<file path="config.mk">
export PLATFORM = sky130hd
export DESIGN_NAME = ls_down_counter
export DESIGN_NICKNAME = d
export VERILOG_FILES = /design/src/rtl/ls_counter_pkg.sv /design/src/rtl/ls_down_counter.sv
export SDC_FILE = /design/constraint.sdc
export NUM_CORES = 1
export LEC_CHECK = 0
export CORE_AREA = 2 2 39 41
export CTS_BUF_LIST = sky130_fd_sc_hd__clkbuf_4
export CTS_CLUSTER_DIAMETER = 40
export DETAILED_ROUTE_END_ITERATION = 8
export DIE_AREA = 0 0 41 43
export PLACE_DENSITY = 0.73
export SYNTH_ARGS = -nofsm -noshare
export SYNTH_HDL_FRONTEND = slang
export SYNTH_SLANG_ARGS = --single-unit
</file>
<file path="constraint.sdc">
create_clock -name CLK -period 1.6 [get_ports CLK]
set_input_delay 0.16 -clock CLK [delete_from_list [all_inputs] [get_ports CLK]]
set_output_delay 0.16 -clock CLK [all_outputs]
set_load 0.05 [all_outputs]
</file>
<file path="src/rtl/ls_counter_pkg.sv">
// Shared constants for the LS-family counter stages (up and down variants).
package ls_counter_pkg;

    localparam logic [1:0] MODE_WRAP    = 2'b00;
    localparam logic [1:0] MODE_RELOAD  = 2'b01;
    localparam logic [1:0] MODE_ONESHOT = 2'b10;

endpackage : ls_counter_pkg

</file>
<file path="src/rtl/ls_down_counter.sv">
// Presettable, cascadable synchronous down counter with auto-reload, one-shot
// mode, borrow-out for cascading and a registered terminal-step pulse.
module ls_down_counter
    import ls_counter_pkg::*;
#(
    parameter int WIDTH = 4
) (
    input  logic             CLK,
    input  logic             CLR,
    input  logic [WIDTH-1:0] D,
    input  logic             LOAD_n,
    input  logic             ENP,
    input  logic             ENT,
    input  logic [1:0]       MODE,
    output logic [WIDTH-1:0] Q,
    output logic             BO,
    output logic             TC_PULSE,
    output logic             DONE
);

    logic [WIDTH-1:0] cnt_q, cnt_d;
    logic [WIDTH-1:0] preset_q, preset_d;
    logic             tc_q, tc_d;
    logic             done_q, done_d;
    logic             zero;
    logic             step;

    // Terminal detect is shared by the borrow output and the step logic.
    assign zero = (cnt_q == '0);
    assign step = ENP & ENT & ~done_q;

    always_comb begin
        cnt_d    = cnt_q;
        preset_d = preset_q;
        done_d   = done_q;
        tc_d     = 1'b0;
        if (!LOAD_n) begin
            cnt_d    = D;
            preset_d = D;
            done_d   = 1'b0;
        end else if (step) begin
            if (!zero) begin
                cnt_d = cnt_q - WIDTH'(1);
            end else begin
                tc_d = 1'b1;
                // MODE 11 falls into the default and behaves as wrap.
                case (MODE)
                    MODE_RELOAD:  cnt_d = preset_q;
                    MODE_ONESHOT: begin
                        cnt_d  = '0;
                        done_d = 1'b1;
                    end
                    default:      cnt_d = '1;
                endcase
            end
        end
    end

    always_ff @(posedge CLK) begin
        if (CLR) begin
            cnt_q    <= '0;
            preset_q <= '0;
            tc_q     <= 1'b0;
            done_q   <= 1'b0;
        end else begin
            cnt_q    <= cnt_d;
            preset_q <= preset_d;
            tc_q     <= tc_d;
            done_q   <= done_d;
        end
    end

    assign Q        = cnt_q;
    assign BO       = ENT & zero;
    assign TC_PULSE = tc_q;
    assign DONE     = done_q;

endmodule : ls_down_counter
</file>
== After elaboration in Yosys (flattened, before gate mapping) ==
Cells that the tools add are included.

* Bits in registers: 10
* Output and inout port bits: 7
* Logic and storage cells: 23

* Add/sub/neg operators: 1
* Eq/ne operators: 3
* Muxes and demuxes: 5
* Bitwise operators: 6
* Reductions and logical operators: 4

{| class="wikitable"
|+ Operators with widths
! kind !! number
|-
| 2-to-1 mux 4 bit || 3
|-
| case mux 4 bit (2 select lines) || 1
|-
| logical NOT 4 bit || 1
|-
| subtractor 4 x 1 -> 4 bit, second input constant || 1
|-
| AND 1 bit || 3
|-
| NOT 1 bit || 3
|-
| AND reduction 3 bit || 1
|-
| OR reduction 3 bit || 1
|-
| == test 2 x 1 -> 1 bit, second input constant || 1
|-
| == test 2 bit, second input constant || 1
|-
| != test 2 x 1 -> 1 bit, second input constant || 1
|-
| OR reduction 2 bit || 1
|-
| 2-to-1 mux 1 bit || 1
|}

== Longest topological paths before layout ==
* Depth in word-level cells: 5
* Mapped depth: 6

== Least setup slack after synthesis ==
OpenSTA, ideal clock, no wires.

* Kind: register to register
* From: register cnt_q[0], in the netlist Q[0]
* To: register cnt_q[1], in the netlist Q[1]
* Setup time: 0.092 ns
* Data arrival time: 1.663 ns
* Data required time: 1.508 ns
* Setup slack: -0.155 ns
* Stages on the path, launching flop included: 7
* Buffers on the path: 0
* Clock period less this slack: 1.755 ns
* Cell sequence: dfxtp_1 -> inv_1 -> ha_1 -> nor3b_2 -> o21ai_0 -> a21oi_1 -> o32ai_1

* Word-level cells in the longest chain between the ends: 4

{| class="wikitable"
|+ Ends and longest elaborated chain
! element !! line !! RTL
|-
| from (decl) || ls_down_counter.sv:21 || <nowiki>logic [WIDTH-1:0] cnt_q, cnt_d;</nowiki>
|-
| from (signal assigned) || ls_down_counter.sv:66 || <nowiki>cnt_q <= cnt_d;</nowiki>
|-
| subtractor 4 x 1 -> 4 bit or logical NOT 4 bit (tied branches) || ls_down_counter.sv:43, ls_down_counter.sv:29 ||
|-
| 2-to-1 mux 4 bit * || ls_down_counter.sv:42 || <nowiki>if (!zero) begin</nowiki>
|-
| 2-to-1 mux 4 bit * || ls_down_counter.sv:41 || <nowiki>end else if (step) begin</nowiki>
|-
| 2-to-1 mux 4 bit * || ls_down_counter.sv:37 || <nowiki>if (!LOAD_n) begin</nowiki>
|}

Mark *: on every way between the ends. The rest lies on a longest branch, timed or not. The select of a mux whose other input is x is not followed.
A chain may end at the register's enable or synchronous reset.

== Worst setup path in the final report ==
* From: register cnt_q[0], in the netlist Q[0]
* To: output port BO

* Word-level cells in the longest chain between the ends: 2

{| class="wikitable"
|+ Ends and longest elaborated chain
! element !! line !! RTL
|-
| logical NOT 4 bit || ls_down_counter.sv:29 || <nowiki>assign zero = (cnt_q == '0);</nowiki>
|-
| AND 1 bit || ls_down_counter.sv:74 || <nowiki>assign BO = ENT & zero;</nowiki>
|-
| to (decl) || ls_down_counter.sv:16 || <nowiki>output logic BO,</nowiki>
|}

Every way passes these cells.

==> impl_metrics.json <==
{
  "path_class": "reg -> out",
  "synth.area.top_cells": "dfxtp_1 37%, nand2b_1 5.7%, nor2_1 5.5%, buf_6 4.1%, a21oi_1 3.7%",
  "vdd_ir_drop_max_mv": 0.390,
  "dr.pass1.iters": 4,
  "via_per_inst": 5.23,
  "critPathMaxFanout": 4,
  "grt_pass1_wl_um": 1980,
  "die_h_um": 43,
  "grt_overflow": 0,
  "cts_tree": "done",
  "synth.distinct_cells": 26,
  "drive_gt1_share_pct": 28.4,
  "fin_crit_ns": 1.53,
  "synth_top_area_share_pct": 36.7,
  "outcome": "finished, final reports clean",
  "fin_skew_ns": 0.00489,
  "final_antenna_net_count": 0,
  "syn_area_um2": 546,
  "htree_levels": 1,
  "slew_violations": 0,
  "instances_no_fill": 104,
  "synthCells": 64,
  "syn-mean-instance-area_um2": 8.52,
  "max-cap-violations": 0,
  "slew_headroom_pct": 84.2,
  "wl_per_cell_um": 11.8,
  "design_area_um2": 806,
  "dpl.cell_count": 100,
  "drt_wl_total_um": 1230,
  "path_clk_slew_ns": 0.06,
  "track_usage_pct": 16.6,
  "cp.required_ns": 1.44,
  "critPathArrivalTime_ns": 1.37,
  "rows": 14,
  "synthMostInstantiatedCell": "dfxtp_1",
  "cts_buffer_depth": 2,
  "die_w_um": 41,
  "nets": 102,
  "wl_met3_um": 62,
  "top_layer_used": "met4",
  "cp-end-kind": "output pin",
  "clk_latency_ns": 0.26,
  "place.gp.congestion": 0.742,
  "synth_common_cells": "10 x dfxtp_1, 8 x nor2_1, 5 x nand2b_1",
  "yosys.area.top_type": "dfxtp_1",
  "synth_ff_type": "dfxtp_1",
  "power.density_mw_per_mm2": 823,
  "cts-buffers-inserted": 3,
  "syn_nets": 76,
  "leakage_nw": 0.320,
  "yosys_warnings": 0,
  "synth_seq_cells": 10,
  "n_antenna_cell": 0,
  "drc": 0,
  "post-dp-hpwl_um": 896,
  "worst_hold_path_type": "reg -> reg",
  "cts_sinks": 10,
  "synth_edf_count": 0,
  "finish.utilization_pct": 58.2,
  "die-area_mm2": 0.00176,
  "placed_cell_area_um2": 748,
  "whs_ns": 0.465,
  "max_freq_mhz": 654,
  "finalHoldViolations": 0,
  "antenna_found_initial": 0,
  "grt_pass1_vias": 477,
  "finalPower_uw": 663,
  "fin_crit_sh_pct": 95.5,
  "setup-violations-final": 0,
  "core-area_mm2": 0.00138,
  "drt_iter0_drc": 10,
  "numPortBuffers": 17,
  "grt_max_degree": 10,
  "async_flop_share_pct": 0,
  "dr_total_vias": 544,
  "wl_met2_um": 567,
  "area_growth_pct": 47.7,
  "met1_length_um": 565,
  "root_buffer": "clkbuf_4",
  "start_util_pct": 39.4,
  "nFillCells": 132,
  "io_pins": 18,
  "crit_path_start_kind": "register",
  "worstMarginPinSlew_ns": 0.237,
  "ys_seq_area_share_pct": 36.7
}
flip-flops by register name, indices dropped and copies added, names as in the netlist:
| register | count |
|---|---|
| TC_PULSE | 1 |
| DONE | 1 |
| Q | 4 |
| preset_q | 4 |
placed cells by master, fill, tap and decap left out, drive strengths merged, types with 2 or more instances in the layout:
master         synthesis  final
mux2i                  2      2
inv                    3      3
clkdlybuf4s50          0     10
nor3                   4      4
dfxtp                 10     10
a311oi                 3      3
o21a                   2      2
o21ai                  5      5
clkbuf                 0      3
nand2b                 5      5
a21oi                  4      4
buf                    3     14
nor2                   8      8
nand2                  5      5
final cells by class:
cell class,count,area (um^2),area share [%]
Multi-Input combinational cell,48,332,41.1
Sequential cell,10,203,25.2
Tap cell,16,20.0,2.48
Inverter,3,11.3,1.40
Clock buffer,3,22.5,2.80
Timing Repair Buffer,24,218,27.0
timing repair:
| item | CTS | global route |
|---|---|---|
| gates resized for setup | 1 | 4 |
| setup buffers | 1 | 0 |
| hold buffers | 0 | 0 |
| endpoints found under the setup margin | 1 | 3 |
power breakdown:
part	leakage (nW)	total, mW	internal [mW]	switching (mW)
clock	0.0138	0.170	0.0868	0.0835
combinational	0.223	0.215	0.103	0.112
sequential	0.0830	0.278	0.264	0.0132
total	0.320	0.663	0.455	0.208
final timing paths:
kind                            depth (start not counted)        start     endpoint  slack, ns
worst min-delay path                                    2  preset_q[0]  preset_q[0]       0.47
worst max register to register                          7         Q[0]         Q[0]       0.10
worst min register to register                          2  preset_q[0]  preset_q[0]       0.47
worst max-delay path                                    5         Q[0]           BO       0.07
critical path: stages, from the launching register on:
cell,delay [ns]
dfxtp_2,0.31
inv_1,0.11
ha_4,0.16
nor3b_4,0.21
and2_4,0.19
buf_12,0.13
logic make-up after synthesis:
| kind of cell | count (synthesis) | synth area share, % |
|---|---|---|
| AO/OA/AOI/OAI | 18 | 22.9 |
| buffers and inverters | 6 | 7.57 |
| AND/OR/NAND/NOR | 27 | 26.8 |
| flip-flops | 10 | 36.7 |
| multiplexers | 2 | 3.67 |
| adder cells (fa/ha/maj) | 1 | 2.29 |
per-layer routing:
layer,track usage (%),up-vias
met1,20.4,245
met4,12.0,0
met3,3.14,4
met5,0,-
li1,-,281
met2,24.4,14
per-stage QoR:
step | worst slack [ns] | setup TNS [ns]
6_report | 0.0714 | 0
4_1_cts | 0.0193 | 0
2_1_floorplan | 0.0186 | 0
3_5_place_dp | 0.00396 | 0
5_1_grt | -0.00515 | -0.00515
3_3_place_gp | 0.0229 | 0
(Power assumes the default switching activity.)
